`src/rtl/aclk_lcd_frame_driver.sv`:
```
// Alarm-clock LCD frame driver. It snapshots the selected time once per refresh period and streams the
// digits as ASCII characters over valid/ready, most significant digit first. It also holds the latched alarm output.
module aclk_lcd_frame_driver #(
  parameter int          NUM_DIGITS     = 4,
  parameter int          REFRESH_CYCLES = 1000,
  parameter logic [7:0]  BLANK_CHAR     = 8'h2D
) (
  input  logic                    clk,
  input  logic                    reset,
  input  logic                    show_a,
  input  logic                    show_new_time,
  input  logic                    alarm_en,
  input  logic                    alarm_off,
  input  logic [4*NUM_DIGITS-1:0] alarm_time,
  input  logic [4*NUM_DIGITS-1:0] current_time,
  input  logic [4*NUM_DIGITS-1:0] key_time,
  input  logic                    char_ready,
  output logic                    char_valid,
  output logic [7:0]              char_data,
  output logic                    char_last,
  output logic                    frame_done,
  output logic                    sound_alarm
);

  localparam int TW = 4 * NUM_DIGITS;
  localparam int CW = (REFRESH_CYCLES > 1) ? $clog2(REFRESH_CYCLES) : 1;
  localparam int IW = (NUM_DIGITS > 1) ? $clog2(NUM_DIGITS) : 1;

  typedef enum logic [1:0] {IDLE, LOAD, SEND} state_t;

  state_t          state;
  logic [CW-1:0]   cnt;
  logic            pending;
  logic [TW-1:0]   shadow;
  logic [IW-1:0]   idx;
  logic [IW-1:0]   idx_nxt;
  logic [TW-1:0]   sel_time;
  logic            wrap;
  logic            match;
  logic            match_d;

  function automatic logic [7:0] to_ascii(input logic [3:0] d);
    return (d <= 4'd9) ? (8'h30 + {4'h0, d}) : BLANK_CHAR;
  endfunction

  always_comb begin
    sel_time = current_time;
    if (show_a)
      sel_time = alarm_time;
    else if (show_new_time)
      sel_time = key_time;
  end

  assign wrap    = (cnt == CW'(REFRESH_CYCLES - 1));
  assign idx_nxt = idx - IW'(1);
  assign match   = alarm_en && (current_time == alarm_time);

  always_ff @(posedge clk or posedge reset) begin
    if (reset)
      cnt <= '0;
    else if (wrap)
      cnt <= '0;
    else
      cnt <= cnt + CW'(1);
  end

  always_ff @(posedge clk or posedge reset) begin
    if (reset) begin
      state      <= IDLE;
      pending    <= 1'b0;
      shadow     <= '0;
      idx        <= '0;
      char_valid <= 1'b0;
      char_data  <= 8'h00;
      char_last  <= 1'b0;
      frame_done <= 1'b0;
    end else begin
      frame_done <= 1'b0;
      case (state)
        IDLE: begin
          if (pending)
            state <= LOAD;
        end
        LOAD: begin
          // The first character comes straight from the selector, so it is valid in the cycle after LOAD.
          shadow     <= sel_time;
          pending    <= 1'b0;
          idx        <= IW'(NUM_DIGITS - 1);
          char_valid <= 1'b1;
          char_data  <= to_ascii(sel_time[4*(NUM_DIGITS-1) +: 4]);
          char_last  <= (NUM_DIGITS == 1);
          state      <= SEND;
        end
        SEND: begin
          if (char_ready) begin
            if (idx != '0) begin
              idx       <= idx_nxt;
              char_data <= to_ascii(shadow[4*idx_nxt +: 4]);
              char_last <= (idx_nxt == '0);
            end else begin
              char_valid <= 1'b0;
              char_last  <= 1'b0;
              frame_done <= 1'b1;
              state      <= IDLE;
            end
          end
        end
        default: state <= IDLE;
      endcase
      // A wrap that falls in the LOAD cycle keeps the next frame queued.
      if (wrap)
        pending <= 1'b1;
    end
  end

  always_ff @(posedge clk or posedge reset) begin
    if (reset) begin
      match_d     <= 1'b0;
      sound_alarm <= 1'b0;
    end else begin
      match_d <= match;
      if (alarm_off || !alarm_en)
        sound_alarm <= 1'b0;
      else if (match && !match_d)
        sound_alarm <= 1'b1;
    end
  end

endmodule

```
`config.mk`:
```
export PLATFORM = sky130hd
export DESIGN_NAME = aclk_lcd_frame_driver
export DESIGN_NICKNAME = d
export VERILOG_FILES = /design/src/rtl/aclk_lcd_frame_driver.sv
export SDC_FILE = /design/constraint.sdc
export NUM_CORES = 1
export LEC_CHECK = 0
export ABC_AREA = 0
export BUFFER_PORTS_ARGS = -buffer_cell sky130_fd_sc_hd__buf_2
export CAP_MARGIN = 25
export CORE_MARGIN = 2
export CORE_UTILIZATION = 52
export CTS_BUF_LIST = sky130_fd_sc_hd__clkbuf_4 sky130_fd_sc_hd__clkbuf_8 sky130_fd_sc_hd__clkbuf_16
export DETAILED_ROUTE_END_ITERATION = 6
export HOLD_SLACK_MARGIN = 0.06
export PLACE_DENSITY = 0.8
export SLEW_MARGIN = 25
export SYNTH_ARGS = -nofsm -noshare
export SYNTH_HDL_FRONTEND = slang
export SYNTH_SLANG_ARGS = --single-unit
```
`constraint.sdc`:
```
create_clock -name clk -period 2.2 [get_ports clk]
set_input_delay 0.44 -clock clk [delete_from_list [all_inputs] [get_ports clk]]
set_output_delay 0.44 -clock clk [all_outputs]
set_load 0.05 [all_outputs]
```
Word-level counts from Yosys, hierarchy flattened
Cells that the tools add are included.
{"block": "word_totals", "ff_bits": 44, "input_bits": 55, "elab_cells": 69}
{"block": "op_classes", "add_sub_neg": 4, "n_lt_le_gt_ge": 2, "eq_ne": 8, "shift": 1, "mux": 28, "reduce_logical": 15}
{"cell": "two-way mux 16 bit", "n": 2}
{"cell": "equality test 16 bit", "n": 1}
{"cell": "two-way mux 8 bit", "n": 2}
{"cell": "one-hot mux 8 bit (2 select lines)", "n": 1}
{"cell": "variable part select 16 x 5 -> 4 bit", "n": 1}
{"cell": "adder 6 x 4 -> 7 bit, first input constant", "n": 2}
{"cell": "two-way mux 7 bit", "n": 2}
{"cell": "two-way mux 1 bit", "n": 11}
{"cell": "adder 10 x 1 -> 10 bit, second input constant", "n": 1}
{"cell": "equality test 10 bit, second input constant", "n": 1}
{"cell": "two-way mux 10 bit", "n": 1}
{"cell": "two-way mux 2 bit", "n": 5}
{"cell": "AND reduction 3 bit", "n": 3}
{"cell": "less-or-equal comparator 4 bit, second input constant", "n": 2}
{"cell": "!= test 2 bit, second input constant", "n": 4}
{"cell": "nonzero test 2 bit", "n": 4}
{"cell": "one-hot mux 2 bit (3 select lines)", "n": 1}
{"cell": "zero test 2 bit", "n": 2}
{"cell": "one-hot mux 1 bit (2 select lines)", "n": 2}
{"cell": "one-hot mux 2 bit (2 select lines)", "n": 1}
{"cell": "equality test 2 x 1 -> 1 bit, second input constant", "n": 1}
{"cell": "equality test 2 bit, second input constant", "n": 1}
{"cell": "logical AND 1 bit", "n": 2}
{"cell": "zero test 1 bit", "n": 2}
{"cell": "other kinds (3)", "n": 3}

Depth between registers and ports, before layout
Gate-level depths: netlist (run 1).
{"block": "logic_depth", "ltp_word": 7, "mapped_depth": 7, "mapped_depth_nobuf": 6}

Least setup slack after synthesis (run 1)
Ideal clock, no wire load.
{"block": "synth_path", "path_type": "register to register", "start": "register idx[0]", "end": "register char_data[0]", "setup_ps": 123, "arrival_ps": 1834, "setup_slack_ps": 243, "stages_incl_launch_ff": 8, "n_path_buf": 1, "period_less_slack_ps": 1957, "cell_sequence": "dfrtp_1 buf_6 inv_1 ha_1 mux4_2 o21a_1 or3_1 o221a_2"}
{"block": "synth_between", "elab_chain_cells": 7, "word_cells_on_any_way": 11, "cone_classes": "add/sub: 2; order compare: 1; eq/ne: 1; shift: 1; mux: 4; reduce/logical: 2"}
{"item": "from (decl)", "line": "35", "source": "logic [IW-1:0] idx;"}
{"item": "from (signal assigned)", "line": "88", "source": "idx <= IW'(NUM_DIGITS - 1);"}
{"item": "from (signal assigned)", "line": "97", "source": "idx <= idx_nxt;"}
{"item": "subtractor 2 x 1 -> 2 bit", "line": "55", "source": "assign idx_nxt = idx - IW'(1);"}
{"item": "variable part select 16 x 5 -> 4 bit", "line": "98", "source": "char_data <= to_ascii(shadow[4*idx_nxt +: 4]);"}
{"item": "adder 6 x 4 -> 7 bit or less-or-equal comparator 4 bit (tied branches)", "line": "43", "source": "return (d <= 4'd9) ? (8'h30 + {4'h0, d}) : BLANK_CHAR;"}
{"item": "two-way mux 7 bit", "line": "43"}
{"item": "two-way mux 8 bit", "line": "96", "source": "if (idx != '0) begin"}
{"item": "two-way mux 8 bit", "line": "95", "source": "if (char_ready) begin"}
{"item": "one-hot mux 8 bit (2 select lines)", "line": "79", "source": "case (state)"}
{"item": "to (signal assigned)", "line": "90", "source": "char_data <= to_ascii(sel_time[4*(NUM_DIGITS-1) +: 4]);"}
{"item": "to (signal assigned)", "line": "98"}
{"item": "to (decl)", "line": "19", "source": "output logic [7:0] char_data,"}
Several ways; a longest one is shown, not always the timed one. The select of a mux whose other input is x is not followed.
A chain may end at the register's enable or synchronous reset.

Worst setup path after layout (run 1)
{"block": "layout_path", "start": "register idx[1]", "end": "register char_data[0]"}
Same word-level chain as after synthesis.

==> implementation parameters, run 1 <==
Parameter                              Value

STA
  Number of pins exceeding their max-slew limit in the final report    0
  Finish-stage setup viols    0
  Worst clock skew    roughly 6.1 ps
  Final Worst Setup Slack    between 200 and 300 ps
  Pin slew with the least headroom to its limit    ~550 ps
  Maximum achievable frequency    between 0.5 and 0.6 GHz
  Worst Hold Slack    255 ps
  Minimum clock period after layout    ~1900 ps
  Final worst path period share    roughly 87%
  Endpoints failing hold    0
  Remaining max-slew budget at the tightest pin    63.4%
  Setup TNS Final    0 ps
  Setup repair after global routing missed its margin    no

Final layout
  Number of inserted filler cells in the final layout    364
  Net count, final    372
  Count of inserted antenna diode cells    0
  Layout overhead on the synthesized area    18.7%
  Share of cells above drive strength 1    26.8%

Pwr
  Leakage dissipation    approximately 1.4 nW
  Power density relative to cell area    between 700 and 800 nW/µm²
  Worst-case vdd ir drop    ~0.00038 V

Worst setup path
  Critical path capture point type    flop
  Type of the setup path with the least slack    flop to flop
  Required @ worst endpoint    2370 ps
  Highest-delay cell along the critical path    sky130_fd_sc_hd__dfrtp_1
  Arrival time worst endpoint    2080 ps
  Worst setup SP type    flop
  Crit path max-delay family    flip-flops
  Crit path largest cell delay    between 300 and 400 ps
  Buf/Inv on CP    1
  Cell breakdown of the critical path    inv_1 -> ha_1 -> mux4_2 -> o21a_1 -> or3_1 -> o221a_2
  Maximum fanout encountered on the critical timing path    5

GRT
  Wire length of the first global-routing pass    around 8.5 mm
  Vias in the first global route    around 2000
  Remaining global-route overflow    0
  Initial antenna violation count    0
  Maximum number of pins on one net before global-route repair    43
  Total routing resource utilization after global routing    approximately a fifth

CTS
  TritonCTS clock tree    done
  H-tree Lvls    2
  PostCTS Resize Cnt    0
  Largest buffer count on any clock path    2
  Sinks on the clock net    42
  # Post-CTS Setup Buffers    0
  Number of buffers added to fix hold violations after cts    0
  Num CTS Buffers    5
  Cell at the root of the clock tree    sky130_fd_sc_hd__clkbuf_8
  Clock transition at the register clock pins on the worst setup and hold paths after CTS    about 70 ps
  Clk_lat worst skew    about 290 ps

Route
  Total wire length after detailed routing    5.04 mm
  Avg WL per Cell    roughly 14 µm
  Top sig layer    met4
  First drt pass iteration count    4
  Remaining DRCs    0
  Wire length the detailed router placed on met1    2.19 mm
  Total number of vias    just over 2000
  Total met3 wirelength after detailed routing    between 200 and 250 µm
  DRC marker count from the first detailed-route iteration    between 50 and 60
  Remaining number of nets flagged by the antenna check after routing    0
  Average via count per standard cell    about 5.5
  Routed met2 length    around 2.5 mm

Place
  Final weighted congestion in routability-driven placement    0.812
  # port buffers    64
  Half-perimeter wire length after placement    ~4 mm
  Worst setup slack before clock tree synthesis    slightly above 300 ps

Yosys
  Yosys warning count    0
  Primary flip-flop cell chosen by synthesis mapping    sky130_fd_sc_hd__dfrtp_1
  Average cell area after synthesis    around 9.6 µm²
  Post-synthesis instance total    approximately 250
  Number of register bits inferred by synthesis    42
  Unique cell type count in the Yosys netlist    46
  Number of flops mapped to enable cells by yosys    0
  Sequential element share of the synthesized area    a little over two fifths
  Post-Syn Area    around 2400 µm²
  Share of async-settable or async-resettable flops after synthesis    between 90% and 100%

Floorplan
  Ports placed on the boundary    67
  Area enclosed by the die boundary    5160 µm²
  Initial Utilization    54.6%
  CORE AREA    between 4000 and 5000 µm²
  Core Rows    24
  Chip Width    71.8 µm
  Vertical die dimension    between 70 and 80 µm

Job
  Maxcap violations    0

Min path
  Type of the worst min-delay path    input pin to async pin

Status
  Result of the run    complete, no violations
## path summary, 6_finish.rpt
kind / startpoint / endpoint / slack, ps / cells past startpoint
worst min-delay path: reset / shadow[3] / 260 / 3
worst min register to register: char_data[5] / char_data[5] / 460 / 1
worst max-delay path: idx[1] / char_data[0] / 290 / 6
max in group asynchronous: reset / shadow[15] / 1590 / 3
min in group clk: alarm_en / match_d / 410 / 3
worst max register to register: idx[1] / char_data[0] / 290 / 6
## flip-flops by register name, summed over array words and instances (netlist names), 2 cells and up
signal and cells:
shadow 16, cnt 10, char_data 6, idx 2, state 2
## layout by cell type (no fill, tap or decap), types with 5 or more instances in the layout
cell type,instances
sky130_fd_sc_hd__buf_2,64
sky130_fd_sc_hd__a21oi_1,16
sky130_fd_sc_hd__o21ai_0,22
sky130_fd_sc_hd__mux2i_1,18
sky130_fd_sc_hd__nand2_1,28
sky130_fd_sc_hd__inv_1,7
sky130_fd_sc_hd__xor2_1,18
sky130_fd_sc_hd__clkbuf_8,5
sky130_fd_sc_hd__nor2_1,23
sky130_fd_sc_hd__buf_4,5
sky130_fd_sc_hd__dfrtp_1,42
## power breakdown
part | leakage, nW | switching [mW] | internal, mW
sequential | 0.459 | 0.0410 | 0.838
clock | 0.0452 | 0.238 | 0.243
combinational | 0.884 | 0.411 | 0.234
total | 1.39 | 0.689 | 1.32
## kinds of logic (layout without fill, tap and decap cells)
family          count (synthesis)  count (layout)  synth area share, %
flops                          42              42                 43.9
other cells                     1               2                0.157
simple gates                   85              85                 16.9
fa+ha+maj                       3               3                 1.57
buf+inv                        19              83                 3.71
mux                            24              24                 12.4
compound gates                 53              53                 13.3
xor+xnor                       22              22                 8.05
## synth_stat cells, types with 3 or more instances
cell type / count / area (µm²)
sky130_fd_sc_hd__dfrtp_1: 42 / 1050
sky130_fd_sc_hd__nand2_1: 28 / 105
sky130_fd_sc_hd__nor2_1: 23 / 86.3
sky130_fd_sc_hd__o21ai_0: 22 / 110
sky130_fd_sc_hd__mux2i_1: 18 / 180
sky130_fd_sc_hd__xor2_1: 18 / 158
sky130_fd_sc_hd__a21oi_1: 16 / 80.1
sky130_fd_sc_hd__inv_1: 7 / 26.3
sky130_fd_sc_hd__clkbuf_1: 5 / 18.8
sky130_fd_sc_hd__nand3_1: 4 / 20.0
sky130_fd_sc_hd__nand4_1: 4 / 25.0
sky130_fd_sc_hd__nor2b_1: 4 / 25.0
sky130_fd_sc_hd__nor4_1: 4 / 25.0
sky130_fd_sc_hd__xnor2_1: 4 / 35.0
sky130_fd_sc_hd__and3_1: 3 / 18.8
sky130_fd_sc_hd__ha_1: 3 / 37.5
sky130_fd_sc_hd__mux4_2: 3 / 67.6
sky130_fd_sc_hd__nand2b_1: 3 / 18.8
sky130_fd_sc_hd__nor3_1: 3 / 15.0
## stage by stage
step	cells	power, mW	area [µm²]	util (%)
after floorplan	250	1.38	2400	-
after global placement	359	1.53	2760	62.9
after detailed placement	359	1.55	2760	62.9
after CTS	366	2.03	2840	64.8
after global routing	366	2.12	2840	64.8
final	366	2.00	2840	64.8
## per-layer routing
layer / vias to the layer above / GRT usage [%]
li1: 1004 / -
met1: 943 / 26.5
met2: 56 / 33.6
met3: 15 / 3.66
met4: 0 / 11.5
met5: - / 0
## cell type report
class	instances	area, µm²	share of cell area [%]
clock buffer	7	83.8	2.95
tap	52	65.1	2.29
multi-input combinational	189	1260	44.3
sequential	42	1050	37.0
timing repair buffer	69	358	12.6
inverter	7	26.3	0.925
## worst reg2reg max path, cell delays in order, from the launching register on
cell                      delay (ps)
sky130_fd_sc_hd__dfrtp_1         350
sky130_fd_sc_hd__inv_1            60
sky130_fd_sc_hd__ha_1            350
sky130_fd_sc_hd__mux4_2          350
sky130_fd_sc_hd__o21a_1          210
sky130_fd_sc_hd__or3_1           340
sky130_fd_sc_hd__o221a_2         130
No activity file was read; power rests on OpenSTA's default activity.
==> inputs of run 2 (changes only) <==
==> constraint.sdc (replaced) <==
create_clock -name clk -period 2.2 [get_ports clk]
set_input_delay 0.11 -clock clk [delete_from_list [all_inputs] [get_ports clk]]
set_output_delay 0.11 -clock clk [all_outputs]
set_load 0.05 [all_outputs]
==> run 2 against run 1 <==
Against the previous run:
- maximum frequency down 1.4%
- non-clock buffer count up 3
- via count down 0.40%
- power up 7.0%
- combinational power up 2%
- critical path depth unchanged
- count of clock-buffer cells in the layout down 2
- largest power group unchanged
==> implementation parameters, run 2 (synthesis gave the netlist of run 1 again) <==
Parameter                              Value

Status
  Result of the run    complete, no violations

CTS
  Sinks on the clock net    42
  Clock transition at the register clock pins on the worst setup and hold paths after CTS    80 ps
  H-tree Lvls    2
  Num CTS Buffers    5
  PostCTS Resize Cnt    0
  Clk_lat worst skew    approximately 300 ps
  Cell at the root of the clock tree    sky130_fd_sc_hd__clkbuf_8
  Largest buffer count on any clock path    2
  TritonCTS clock tree    done

Worst setup path
  Cell breakdown of the critical path    inv_1 -> ha_1 -> mux4_2 -> o21a_1 -> or3_1 -> o221a_2
  FF-to-FF path depth    6
  Crit path max-delay family    adder cells
  Type of the setup path with the least slack    flop to flop
  Buf/Inv on CP    1
  Critical path capture point type    flop
  Required @ worst endpoint    around 2400 ps
  Capturing point of the worst reg2reg path    char_data[0]
  Critical register-to-register path startpoint    idx[1]
  Stages on the worst setup path    6
  Crit path largest cell delay    between 300 and 400 ps
  Worst setup SP type    flop
  Arrival time worst endpoint    between 2000 and 2500 ps
  Maximum fanout encountered on the critical timing path    5
  Capturing element of the worst setup path    char_data[0]
  Highest-delay cell along the critical path    sky130_fd_sc_hd__ha_1
  Start point of the critical path    idx[1]
  Setup slack on the worst flop-to-flop path    roughly 270 ps

Route
  Average via count per standard cell    5.43
  Total wire length after detailed routing    5.35 mm
  Total number of vias    between 2000 and 2500
  Remaining number of nets flagged by the antenna check after routing    0
  DRC marker count from the first detailed-route iteration    97
  Remaining DRCs    0
  First drt pass iteration count    4
  Avg WL per Cell    roughly 14 µm

GRT
  Total routing resource utilization after global routing    22.0%
  Wire length of the first global-routing pass    8.83 mm
  Vias in the first global route    approximately 2000
  Maximum number of pins on one net before global-route repair    43
  Remaining global-route overflow    0
  Initial antenna violation count    0

Floorplan
  Core Rows    24
  Area enclosed by the die boundary    around 5200 µm²
  Initial Utilization    between 50 and 60%
  CORE AREA    4380 µm²
  Ports placed on the boundary    67
  Chip Width    just over 70 µm
  Vertical die dimension    approximately 72 µm

Final layout
  Flip-flop count of the largest register after layout    16
  Count of inserted antenna diode cells    0
  Non-filler cells, final    between 300 and 400
  Highest-count cells in the layout ignoring fill and taps    sky130_fd_sc_hd__buf_2 (64), sky130_fd_sc_hd__dfrtp_1 (42), sky130_fd_sc_hd__nand2_1 (28)
  Register with the most flip-flops    shadow
  Most frequent standard cell in the layout excluding fill and tap cells    sky130_fd_sc_hd__buf_2
  Registers with the highest flip-flop counts    shadow (16), cnt (10), char_data (6)
  Net count, final    around 380
  Layout overhead on the synthesized area    20.9%
  Number of inserted filler cells in the final layout    around 350
  Share of cells above drive strength 1    around 27%
  Footprint of the multi-input gates    1260 µm²
  FF+latch area    between 1000 and 1500 µm²

Pwr
  Share of power burned in registers    between 40% and 50%
  Clk pwr share    28.2%
  Net Sw Frac    between 30% and 40%
  Total internal power    between 1 and 1.5 mW
  Power share of the combinational group    between 30 and 40%
  Leakage dissipation    1.41 nW
  Worst-case vdd ir drop    0.000352 V
  Reported net switching power    roughly 0.74 mW
  Power density relative to cell area    between 700 and 800 nW/µm²

STA
  Setup repair after global routing missed its margin    no
  Pin slew with the least headroom to its limit    about 590 ps
  Number of pins exceeding their max-slew limit in the final report    0
  Finish-stage setup viols    0
  Worst clock skew    ~6.5 ps
  Remaining max-slew budget at the tightest pin    between 60% and 70%
  Final worst path period share    around 88%
  Minimum clock period after layout    around 1900 ps
  Maximum achievable frequency    about 0.52 GHz
  Setup TNS Final    0 ps
  Endpoints failing hold    0

Place
  Final weighted congestion in routability-driven placement    0.847
  # port buffers    64
  Half-perimeter wire length after placement    4.13 mm
  DP Cell Count    between 300 and 400

Min path
  Type of the worst min-delay path    input pin to flop

Job
  Maxcap violations    0
==> run 2: cell count changes in the layout (fill, tap and decap cells not counted) <==
cell,change
sky130_fd_sc_hd__dlygate4sd3_1,+2
sky130_fd_sc_hd__clkbuf_4,-2
sky130_fd_sc_hd__clkinv_2,+2
sky130_fd_sc_hd__buf_4,+1
sky130_fd_sc_hd__bufinv_16,+1
==> run 2: per-stage QoR <==
stage / cell area, µm² / power, mW / hold WS [ps] / worst slack (ps) / utilization [%]
after floorplan: 2400 / 1.38 / 218 / 243 / -
after global placement: 2770 / 1.53 / 269 / 343 / 63.1
after detailed placement: 2770 / 1.55 / 265 / 279 / 63.1
after CTS: 2890 / 2.16 / 91.9 / 263 / 66.0
after global routing: 2890 / 2.26 / 134 / 177 / 66.0
final: 2890 / 2.14 / 96.8 / 265 / 66.0
==> run 2: cell type report <==
| class | instances | area share (%) |
|---|---|---|
| Clock buffer | 5 | 2.38 |
| Multi-Input combinational cell | 189 | 43.5 |
| Timing Repair Buffer | 72 | 13.3 |
| Inverter | 7 | 0.908 |
| Tap cell | 52 | 2.25 |
| Sequential cell | 42 | 36.3 |
| Clock inverter | 3 | 1.38 |
==> run 2: tightest hold or removal path, stage by stage <==
cell and delay (ps):
sky130_fd_sc_hd__buf_2 90, sky130_fd_sc_hd__nand3b_1 90, sky130_fd_sc_hd__o21ai_0 70
==> run 2: worst min path at each step <==
stage | from | to | slack, ps | cells after the start
after global placement | reset | cnt[1] | 270 | 3
after global routing | alarm_off | sound_alarm | 130 | 3
after CTS | alarm_off | sound_alarm | 90 | 3
after detailed placement | reset | cnt[1] | 270 | 3
after floorplan | alarm_en | match_d | 220 | 2
final | alarm_off | sound_alarm | 100 | 3
==> run 2: per-layer routing <==
layer | vias up | GRT usage, % | share of wire [%]
li1 | 1014 | - | -
met1 | 944 | 27.8 | 44
met2 | 48 | 37.9 | 51
met3 | 4 | 5.06 | 3.8
met4 | 0 | 5.87 | 0.79
met5 | - | 0 | 0
==> run 2: power by group through the flow <==
stage | sequential (mW) | combinational [mW] | clock [mW]
floorplan | 1.05 | 0.329 | 0
detailed placement | 0.898 | 0.656 | 0
finish | 0.881 | 0.659 | 0.604
global placement | 0.892 | 0.637 | 0
global route | 0.889 | 0.722 | 0.647
CTS | 0.882 | 0.665 | 0.609
==> run 2: repair_timing <==
| action | CTS | global route |
|---|---|---|
| setup buffers | 0 | 0 |
| hold buffers | 2 | 0 |
| endpoints found under the hold margin | 43 | 0 |
